## src/rtl/uart_tx_arbiter.sv

```systemverilog
// Round-robin arbiter sharing one uart TX path among N byte-stream requesters, message-locked.
// Optional idle-grant timeout enabled by defining UART_ARB_TIMEOUT_EN.
module uart_tx_arbiter #(
   parameter int unsigned N       = 4,
   parameter int unsigned IDX_W   = 2,
   parameter int unsigned TIMEOUT = 255,
   parameter int unsigned TO_W    = 8
) (
   input  logic             clk,
   input  logic             reset,
   input  logic [N-1:0]     req_valid,
   input  logic [N*8-1:0]   req_data,
   input  logic [N-1:0]     req_last,
   output logic [N-1:0]     req_ready,
   output logic             wr_uart,
   output logic [7:0]       w_data,
   input  logic             tx_full,
   output logic             busy,
   output logic [IDX_W-1:0] grant,
   output logic             timeout_err
);

   typedef enum logic {StIdle, StLock} state_e;

   state_e           state_q, state_d;
   logic [IDX_W-1:0] grant_q, grant_d;
   logic [IDX_W-1:0] ptr_q, ptr_d;
   logic [IDX_W-1:0] pick;
   logic             pick_found;
   logic             owner_valid;
   logic             accept;

`ifdef UART_ARB_TIMEOUT_EN
   logic [TO_W-1:0]  to_cnt_q, to_cnt_d;
   logic             timeout_err_q, timeout_err_d;
`endif

   // Circular search for the first valid requester after the last owner.
   always_comb begin
      logic [IDX_W-1:0] cand;
      pick       = '0;
      pick_found = 1'b0;
      for (int unsigned k = 1; k <= N; k++) begin
         cand = IDX_W'((32'(ptr_q) + k) % N);
         if (!pick_found && req_valid[cand]) begin
            pick       = cand;
            pick_found = 1'b1;
         end
      end
   end

   assign owner_valid = req_valid[grant_q];
   assign w_data      = req_data[{grant_q, 3'b000} +: 8];

   always_comb begin
      req_ready = '0;
      wr_uart   = 1'b0;
      if (state_q == StLock && !tx_full) begin
         req_ready[grant_q] = 1'b1;
         wr_uart            = owner_valid;
      end
   end

   assign accept = wr_uart;

   always_comb begin
      state_d = state_q;
      grant_d = grant_q;
      ptr_d   = ptr_q;
`ifdef UART_ARB_TIMEOUT_EN
      to_cnt_d      = to_cnt_q;
      timeout_err_d = 1'b0;
`endif
      unique case (state_q)
         StIdle: begin
            if (pick_found) begin
               grant_d = pick;
               state_d = StLock;
`ifdef UART_ARB_TIMEOUT_EN
               to_cnt_d = '0;
`endif
            end
         end
         StLock: begin
            if (accept) begin
`ifdef UART_ARB_TIMEOUT_EN
               to_cnt_d = '0;
`endif
               if (req_last[grant_q]) begin
                  state_d = StIdle;
                  ptr_d   = grant_q;
               end
            end
`ifdef UART_ARB_TIMEOUT_EN
            // A stalled but valid owner (tx_full) holds the counter.
            else if (to_cnt_q == TO_W'(TIMEOUT)) begin
               state_d       = StIdle;
               ptr_d         = grant_q;
               timeout_err_d = 1'b1;
            end else if (!owner_valid) begin
               to_cnt_d = to_cnt_q + 1'b1;
            end
`endif
         end
         default: state_d = StIdle;
      endcase
   end

   always_ff @(posedge clk) begin
      if (reset) begin
         state_q <= StIdle;
         grant_q <= '0;
         ptr_q   <= IDX_W'(N - 1);
`ifdef UART_ARB_TIMEOUT_EN
         to_cnt_q      <= '0;
         timeout_err_q <= 1'b0;
`endif
      end else begin
         state_q <= state_d;
         grant_q <= grant_d;
         ptr_q   <= ptr_d;
`ifdef UART_ARB_TIMEOUT_EN
         to_cnt_q      <= to_cnt_d;
         timeout_err_q <= timeout_err_d;
`endif
      end
   end

   assign busy  = (state_q == StLock);
   assign grant = grant_q;

`ifdef UART_ARB_TIMEOUT_EN
   assign timeout_err = timeout_err_q;
`else
   logic unused_cfg;
   assign unused_cfg  = ^{TIMEOUT[0], TO_W[0]};
   assign timeout_err = 1'b0;
`endif

endmodule

```

## config.mk

```make
export PLATFORM = sky130hd
export DESIGN_NAME = uart_tx_arbiter
export DESIGN_NICKNAME = d
export VERILOG_FILES = /design/src/rtl/uart_tx_arbiter.sv
export SDC_FILE = /design/constraint.sdc
export NUM_CORES = 1
export LEC_CHECK = 0
export CORE_MARGIN = 1.5
export CORE_UTILIZATION = 30
export DETAILED_ROUTE_END_ITERATION = 10
export PLACE_DENSITY = 0.8
export REMOVE_ABC_BUFFERS = 1
export SLEW_MARGIN = 5
export SYNTH_ARGS = -nofsm -noshare
export SYNTH_HDL_FRONTEND = slang
export SYNTH_SLANG_ARGS = --single-unit
```

## constraint.sdc

```tcl
create_clock -name clk -period 1.83 [get_ports clk]
set_input_delay 0.2745 -clock clk [delete_from_list [all_inputs] [get_ports clk]]
set_output_delay 0.2745 -clock clk [all_outputs]
set_load 0.05 [all_outputs]
```

==> run summary, run 1 <==
Timing would allow up to 0.560 GHz. The register bit total from synthesis came out at 5. STA classifies the critical path endpoint as an output pin. The via density per instance came out at 4.96. In this design, the largest share of critical-path delay is due to buffers and inverters.

The number of top-level pins is 60. The largest net degree at the start of global routing is 13. The number of instances in the synthesized netlist came out at 63. The detailed-route DRC error count came out at 0. The final core area utilization is 69.3%. After the first detailed-routing iteration, the DRC count stood at 16. In this run the vertical extent of the chip is 49.2 µm.

In this run the number of H-tree levels came out at 1. Power spread over the standard cell area amounts to 543 nW/µm². The largest single stage delay on the critical path is 0.41 ns. The number of iterations in the first detailed-routing pass came out at 4. The clock net sink count came out at 5. The clock-pin slew reported for the worst setup and hold paths after clock tree synthesis came out at 0.04 ns. The root buffer cell chosen for the clock tree is clkbuf_4. TritonCTS built the clock tree. Max-cap violations in this run came to 0. In this run the tool buffered the top-level ports with 58 buffer cells.

The via count of the first global-routing pass came out at 733. The data arrival time of the critical path came out at between 1.5 and 2 ns. The depth of the worst register-to-register path came out at 4. The number of failing hold endpoints at the final stage is 0. In the synthesized netlist, the cells that appear most often are nor2_1 (9), mux2i_1 (6), mux4_2 (6). The met3 global-route usage is roughly 5.2%.

The internal reg-to-reg setup slack is 0.28 ns. The max-slew violation total from the final report is 0. The part of the cycle the worst path needs came out at around 98%. The met1 usage in global routing is 22.2%. The count of distinct cell types in the synthesized netlist came out at 30. The run finished with clean final reports. The total routing usage reported by global routing came out at 18.8%. The number of antenna violations at the first check in global routing came out at 0. After synthesis, the share of flip-flops with an asynchronous set or reset is 0%. The synthesis warning total came out at 0. The wire length of the first global-routing pass is 3.46 mm.

The ratio of cells with drive above 1 in the final layout came out at 31.8%. The reg-to-reg startpoint is busy. The synthesized cell area came out at ~640 µm². The buffers inserted during post-CTS setup optimization came out at 0.

The smallest clock period supported by the final layout is computed as between 1.5 and 2 ns. The global routing stage identified its most utilized layer as met2. The final-stage net count is 173. For met2 alone, demand over resource in global routing was 32.9%. Counting both buffers and inverters, the worst setup path holds a total of 3.

The total half-perimeter wirelength after legalization and detailed placement came out at 1.97 mm. The cell depth of the worst hold path came out at 2. In this run, synthesis inferred 0 flip-flops with an integrated enable. STA classifies the critical path startpoint as a primary input. The average wire per cell in the routed design came out at roughly 14 µm. Row generation in the floorplan step produced 16 rows. The top cell type by area accounts for 21.1% of the synthesized area. The count of hold-fix buffers inserted at cts came out at 0. At the end of routability-driven placement, the weighted congestion stood at about 0.79.

The count of final setup violators is 0. The number of vias after detailed routing is 773. The largest fanout of any net on the critical path is 3. Setup repair after global routing left no endpoint under its margin. The endpoint of the worst hold-timing path is grant[1]. The endpoint identified for the worst register-to-register timing path is ptr_q[1]. The signal on the critical path passes through clkdlybuf4s50_1 -> or3b_4 -> o22ai_4 -> buf_6 -> buf_12. The total core area is 1980 µm². The floorplan step defined a die boundary enclosing 2420 µm².

The startpoint identified for the worst hold timing path is ptr_q[1]. Sorting the synthesized cells by area gives the leading types as mux4_2 (21%), dfxtp_1 (16%), mux2i_1 (9.4%). The synthesis-to-layout area growth is 115%. Once detail routing completed, the nets flagged for antenna violations numbered 0. The highest-delay cell along the critical path is clkdlybuf4s50_1. The critical path is of the primary input to output pin type. The number of buffers between clock root and the deepest sink came out at 2. The cell with the most instances after synthesis is nor2_1. The sequential share of the synthesized area came out at 15.7%. The number of CTS-inserted buffers came out at 3. The synthesized design spends more area on one cell type than any other, namely mux4_2.

VDD sags by at most around 0.00027 V. The total overflow left after global routing is 0. The total inserted antenna cells is 0. The final sum of negative setup slack came out at 0 ns. The required time of the critical path came out at roughly 1.6 ns. The chip width is 49.2 µm.

The clock insertion delay at the later pin of the skew report is 0.23 ns. The initial cell density of the core came out at around a third. The total routed wirelength is between 2 and 2.5 mm. Among all flip-flop cells after synthesis, the most frequent one is dfxtp_1. The maximum clock skew at final layout came out at 0.00421 ns. The worst hold path belongs to the class flip-flop to flip-flop. The synthesized area per cell came out at 10.1 µm². The analysis attributes to cell leakage a power of 0.550 nW.
-- metrics by stage --
| step | instances | worst slack, ns | power [mW] | cell area [µm²] | hold WS, ns |
|---|---|---|---|---|---|
| global route | 156 | 0.00245 | 0.785 | 1370 | 0.654 |
| floorplan | 58 | -0.593 | 0.395 | 592 | 0.347 |
| CTS | 156 | 0.0289 | 0.750 | 1360 | 0.621 |
| detailed placement | 152 | -0.0114 | 0.622 | 1330 | 0.603 |
| finish | 156 | 0.0434 | 0.746 | 1370 | 0.613 |
| global placement | 152 | 0.0201 | 0.616 | 1330 | 0.586 |
-- timing repair --
item,4_1_cts,5_1_grt
pin swaps,0,0
resized for setup,1,4
gates cloned,0,0
setup endpoints to repair,2,2
-- flip-flops by register name, indices dropped and copies added (netlist names) --
name	cells
busy	1
ptr_q	2
grant	2
-- power breakdown --
group | internal, mW | switching (mW)
clock | 0.0820 | 0.0394
sequential | 0.120 | 0.0164
combinational | 0.247 | 0.241
total | 0.449 | 0.297
-- logic make-up (layout without fill, tap and decap cells) --
| kind of cell | after synthesis | after routing | synth area share (%) |
|---|---|---|---|
| and+or+nand+nor | 23 | 23 | 18.4 |
| other | 1 | 1 | 0.587 |
| DFF | 5 | 5 | 15.7 |
| muxes | 15 | 15 | 40.5 |
| AOI/OAI and AO/OA | 11 | 11 | 15.7 |
| buffers and inverters | 8 | 74 | 9.20 |
-- area by class of cell --
class / count / area [µm²]
tap: 27 / 33.8
timing repair buffer: 67 / 716
sequential: 5 / 103
clock buffer: 4 / 26.3
inverter: 3 / 11.3
fill: 150 / 608
multi-input combinational: 50 / 484
-- worst max-delay path by stage --
stage	start	end	cells after the start
2_1_floorplan	grant[0]	ptr_q[1]	4
3_3_place_gp	tx_full	ptr_q[1]	5
3_5_place_dp	tx_full	ptr_q[1]	5
4_1_cts	tx_full	wr_uart	5
5_1_grt	tx_full	wr_uart	5
6_report	tx_full	wr_uart	5
-- worst reg2reg max path, delay by kind of cell (launching register included) --
family          cells  cell delay, ns
flops               1            0.38
compound gates      3            0.63
simple gates        1            0.43
-- cells in the final DEF, fill, tap and decap left out, types with 3 or more instances in the layout --
| cell type | instances |
|---|---|
| clkbuf_4 | 3 |
| inv_1 | 3 |
| nor2_1 | 9 |
| clkdlybuf4s50_1 | 42 |
| mux4_2 | 6 |
| buf_12 | 8 |
| mux2i_1 | 5 |
| nand2_1 | 3 |
| buf_4 | 15 |
| dfxtp_1 | 3 |
-- layer usage --
metal | wire length, µm | vias to the layer above
li1 | - | 378
met1 | 925 | 352
met2 | 1050 | 41
met3 | 234 | 2
met4 | 14 | 0
met5 | 0 | -
No activity file was read; power rests on OpenSTA's default activity.
==> inputs of run 2 (changes only) <==
--- a/config.mk
+++ b/config.mk
@@ -10,7 +10,6 @@
 export DETAILED_ROUTE_END_ITERATION = 10
 export PLACE_DENSITY = 0.8
 export REMOVE_ABC_BUFFERS = 1
-export SLEW_MARGIN = 5
 export SYNTH_ARGS = -nofsm -noshare
 export SYNTH_HDL_FRONTEND = slang
 export SYNTH_SLANG_ARGS = --single-unit
==> results of run 2 <==
The final DEF is identical to that of run 1; final timing and power are the same.
==> inputs of run 3 (changes only) <==
==> constraint.sdc (replaced) <==
create_clock -name clk -period 1.83 [get_ports clk]
set_input_delay 0.366 -clock clk [delete_from_list [all_inputs] [get_ports clk]]
set_output_delay 0.366 -clock clk [all_outputs]
set_load 0.05 [all_outputs]
==> run summary, run 3 (synthesis gave the netlist of run 1 again) <==
In this run the most critical hold path is launched from ptr_q[1]. The ratio of cells with drive above 1 in the final layout came out at 36.8% (+5.1 points). The total half-perimeter wirelength after legalization and detailed placement was 2.08 mm (+5.8%). The flow ran to the end, and the final reports show no timing, DRC or antenna violations. STA classifies the critical path startpoint as a flip-flop. The highest-delay cell along the critical path is or3b_4. The number of H-tree branching levels came to 1 (unchanged). The post-route worst setup slack is 0.0234 ns (-0.0199 ns). In the layout the commonest cells are clkdlybuf4s50_1 (41), buf_4 (12), mux4_2 (8), buf_6 (8). The wire length of the first global-routing pass came out at 4.07 mm (+18%). The number of iterations in the first detailed-routing pass came to 4 (unchanged).

The total core area is 1980 µm² (unchanged). The type of destination of the critical path is an output pin. Leaving out fill and tap cells, the most frequent cell in the layout is clkdlybuf4s50_1. The number of CTS-inserted buffers was 3 (unchanged). The post-route minimum period came out at 1.81 ns (+0.0199 ns). The maximum clock skew at final layout came out at 0.00208 ns (-0.00213 ns). The largest net degree at the start of global routing is 9 (-4). The worst setup path is of the flip-flop to output pin kind.

The maximum achievable frequency came out at 0.554 GHz (-1.1%). The number of antenna violations at the first check in global routing came out at 0 (unchanged). The chip width is 49.2 µm (unchanged). The number of port buffers came out at 58 (unchanged).

Setup repair after global routing could not meet its margin everywhere. The placement-stage cell area is 1330 µm² (-0.38%). The number of failing hold endpoints at the final stage came to 0 (unchanged). The part of the cycle the worst path needs was 98.7% (+1.1 points). The clock insertion delay at the later pin of the skew report came out at 0.23 ns (about the same).

The number of vias after detailed routing came to 793 (+2.6%). The final weighted congestion in routability-driven placement came out at 0.754 (-4.1%). The initial DRC count was 8 (-8). The detailed-route DRC error count was 0 (unchanged). The worst hold path belongs to the class flip-flop to flip-flop.

The start point of the critical path is grant[0]. The via density per instance came to 4.96 (about the same). The count of final setup violators is 0 (unchanged). The initial cell density of the core is 32.3% (unchanged). The number of top-level pins is 60 (unchanged).

The total routing usage reported by global routing is 21.7% (+2.9 points). In this run the clock root is driven by a clkbuf_4. The clock net sink count came to 5 (unchanged). The worst voltage drop across the vdd grid came out at 0.000284 V (+6.9%). The clock-pin slew reported for the worst setup and hold paths after clock tree synthesis came out at 0.04 ns (about the same).

TritonCTS built the clock tree. The setup slack after placement is -0.192 ns (-0.181 ns). The number of buffers between clock root and the deepest sink is 2 (unchanged). The total die area is 2420 µm² (unchanged).

The count of hold-fix buffers inserted at cts is 0 (unchanged). The max-slew violation total from the final report came to 0 (unchanged). The number of filler instances in the final layout was 147 (-2.0%). The total congestion overflow is 0 (unchanged). The critical path goes through buf_6 -> or3b_4 -> o22ai_4 -> buf_12. The final core area utilization is 72.0% (+2.7 points). The total routed wirelength came out at 2.53 mm (+14%). The die boundary height came out at 49.2 µm (unchanged). The final-stage net count is 177 (+2.3%). The data arrival time of the critical path came out at 1.44 ns (-0.07 ns). The overall power after layout came to 0.790 mW (+5.9%). The largest fanout of any net on the critical path came out at 6 (+3). The worst register-to-register path begins at grant[0]. The total inserted antenna cells came out at 0 (unchanged). The reported leakage power is 0.574 nW (+4.4%). The via count of the first global-routing pass came out at 845 (+15%). The number of nets still failing antenna checks after routing was 0 (unchanged). The power density of the placed cells is 553 nW/µm² (+2.0%). The smallest hold slack came out at 0.604 ns (-0.00873 ns). Compared with the post-synthesis result, the final layout area differs by 123%. The max capacitance violation total came out at 0 (unchanged). The total non-filler cell area in the finished layout came to 1430 µm² (+3.9%).

The peak per-stage delay on the critical path came out at 0.41 ns (about the same). The number of rows in the core area is 16 (unchanged). The required time of the critical path was 1.46 ns (-0.10 ns).

The average wire per cell in the routed design came out at 15.8 µm (+11%).
run 3: final cells by class:
| cell class | count | area [µm²] | area share (%) |
|---|---|---|---|
| multi-input cells | 50 | 482 | 33.7 |
| flip-flops and latches | 5 | 105 | 7.36 |
| well taps | 27 | 33.8 | 2.37 |
| clock buffers | 4 | 26.3 | 1.84 |
| inverters | 3 | 11.3 | 0.789 |
| repair buffers | 71 | 769 | 53.9 |
run 3: metrics by stage:
step / std cells / setup TNS [ns]
after global placement: 153 / -0.437
after global routing: 160 / -0.0648
final: 160 / 0
after detailed placement: 153 / -0.627
after floorplan: 58 / -6.43
after CTS: 159 / 0
run 3: routing by layer:
layer  vias to the layer above  part of all wire, %  global-route usage [%]  wire, µm
met5                         -                    0                       0         0
met4                         0                    0                    4.29         0
met3                         0                  8.3                    4.91       211
met2                        41                   49                    38.1      1250
met1                       370                   42                    27.1      1070
li1                        382                    -                       -         -
run 3: repair_timing:
item,in CTS,in global routing
endpoints found under the hold margin,0,0
resized for setup,15,6
buffers inserted,2,1
setup endpoints to repair,12,11
pin swaps,2,0
gates cloned,0,0
run 3: path summary, 6_finish.rpt:
path,to,slack [ns],cells after the start
setup reg to reg,ptr_q[1],0.08,6
hold / removal,grant[1],0.60,2
setup / recovery,wr_uart,0.02,4
hold reg to reg,grant[1],0.60,2
run 3: worst max-delay path: cells and delay by family, from the launching register on:
family,cells,cell delay (ns)
AND/OR/NAND/NOR,1,0.41
flip-flops,1,0.35
buffers and inverters,2,0.29
AO/OA/AOI/OAI,1,0.15
run 3: power breakdown:
part           switching [mW]  total, mW  internal, mW  leakage [nW]
logic                   0.256      0.529         0.274         0.517
clock network          0.0423      0.125        0.0822        0.0150
registers              0.0166      0.136         0.120        0.0423
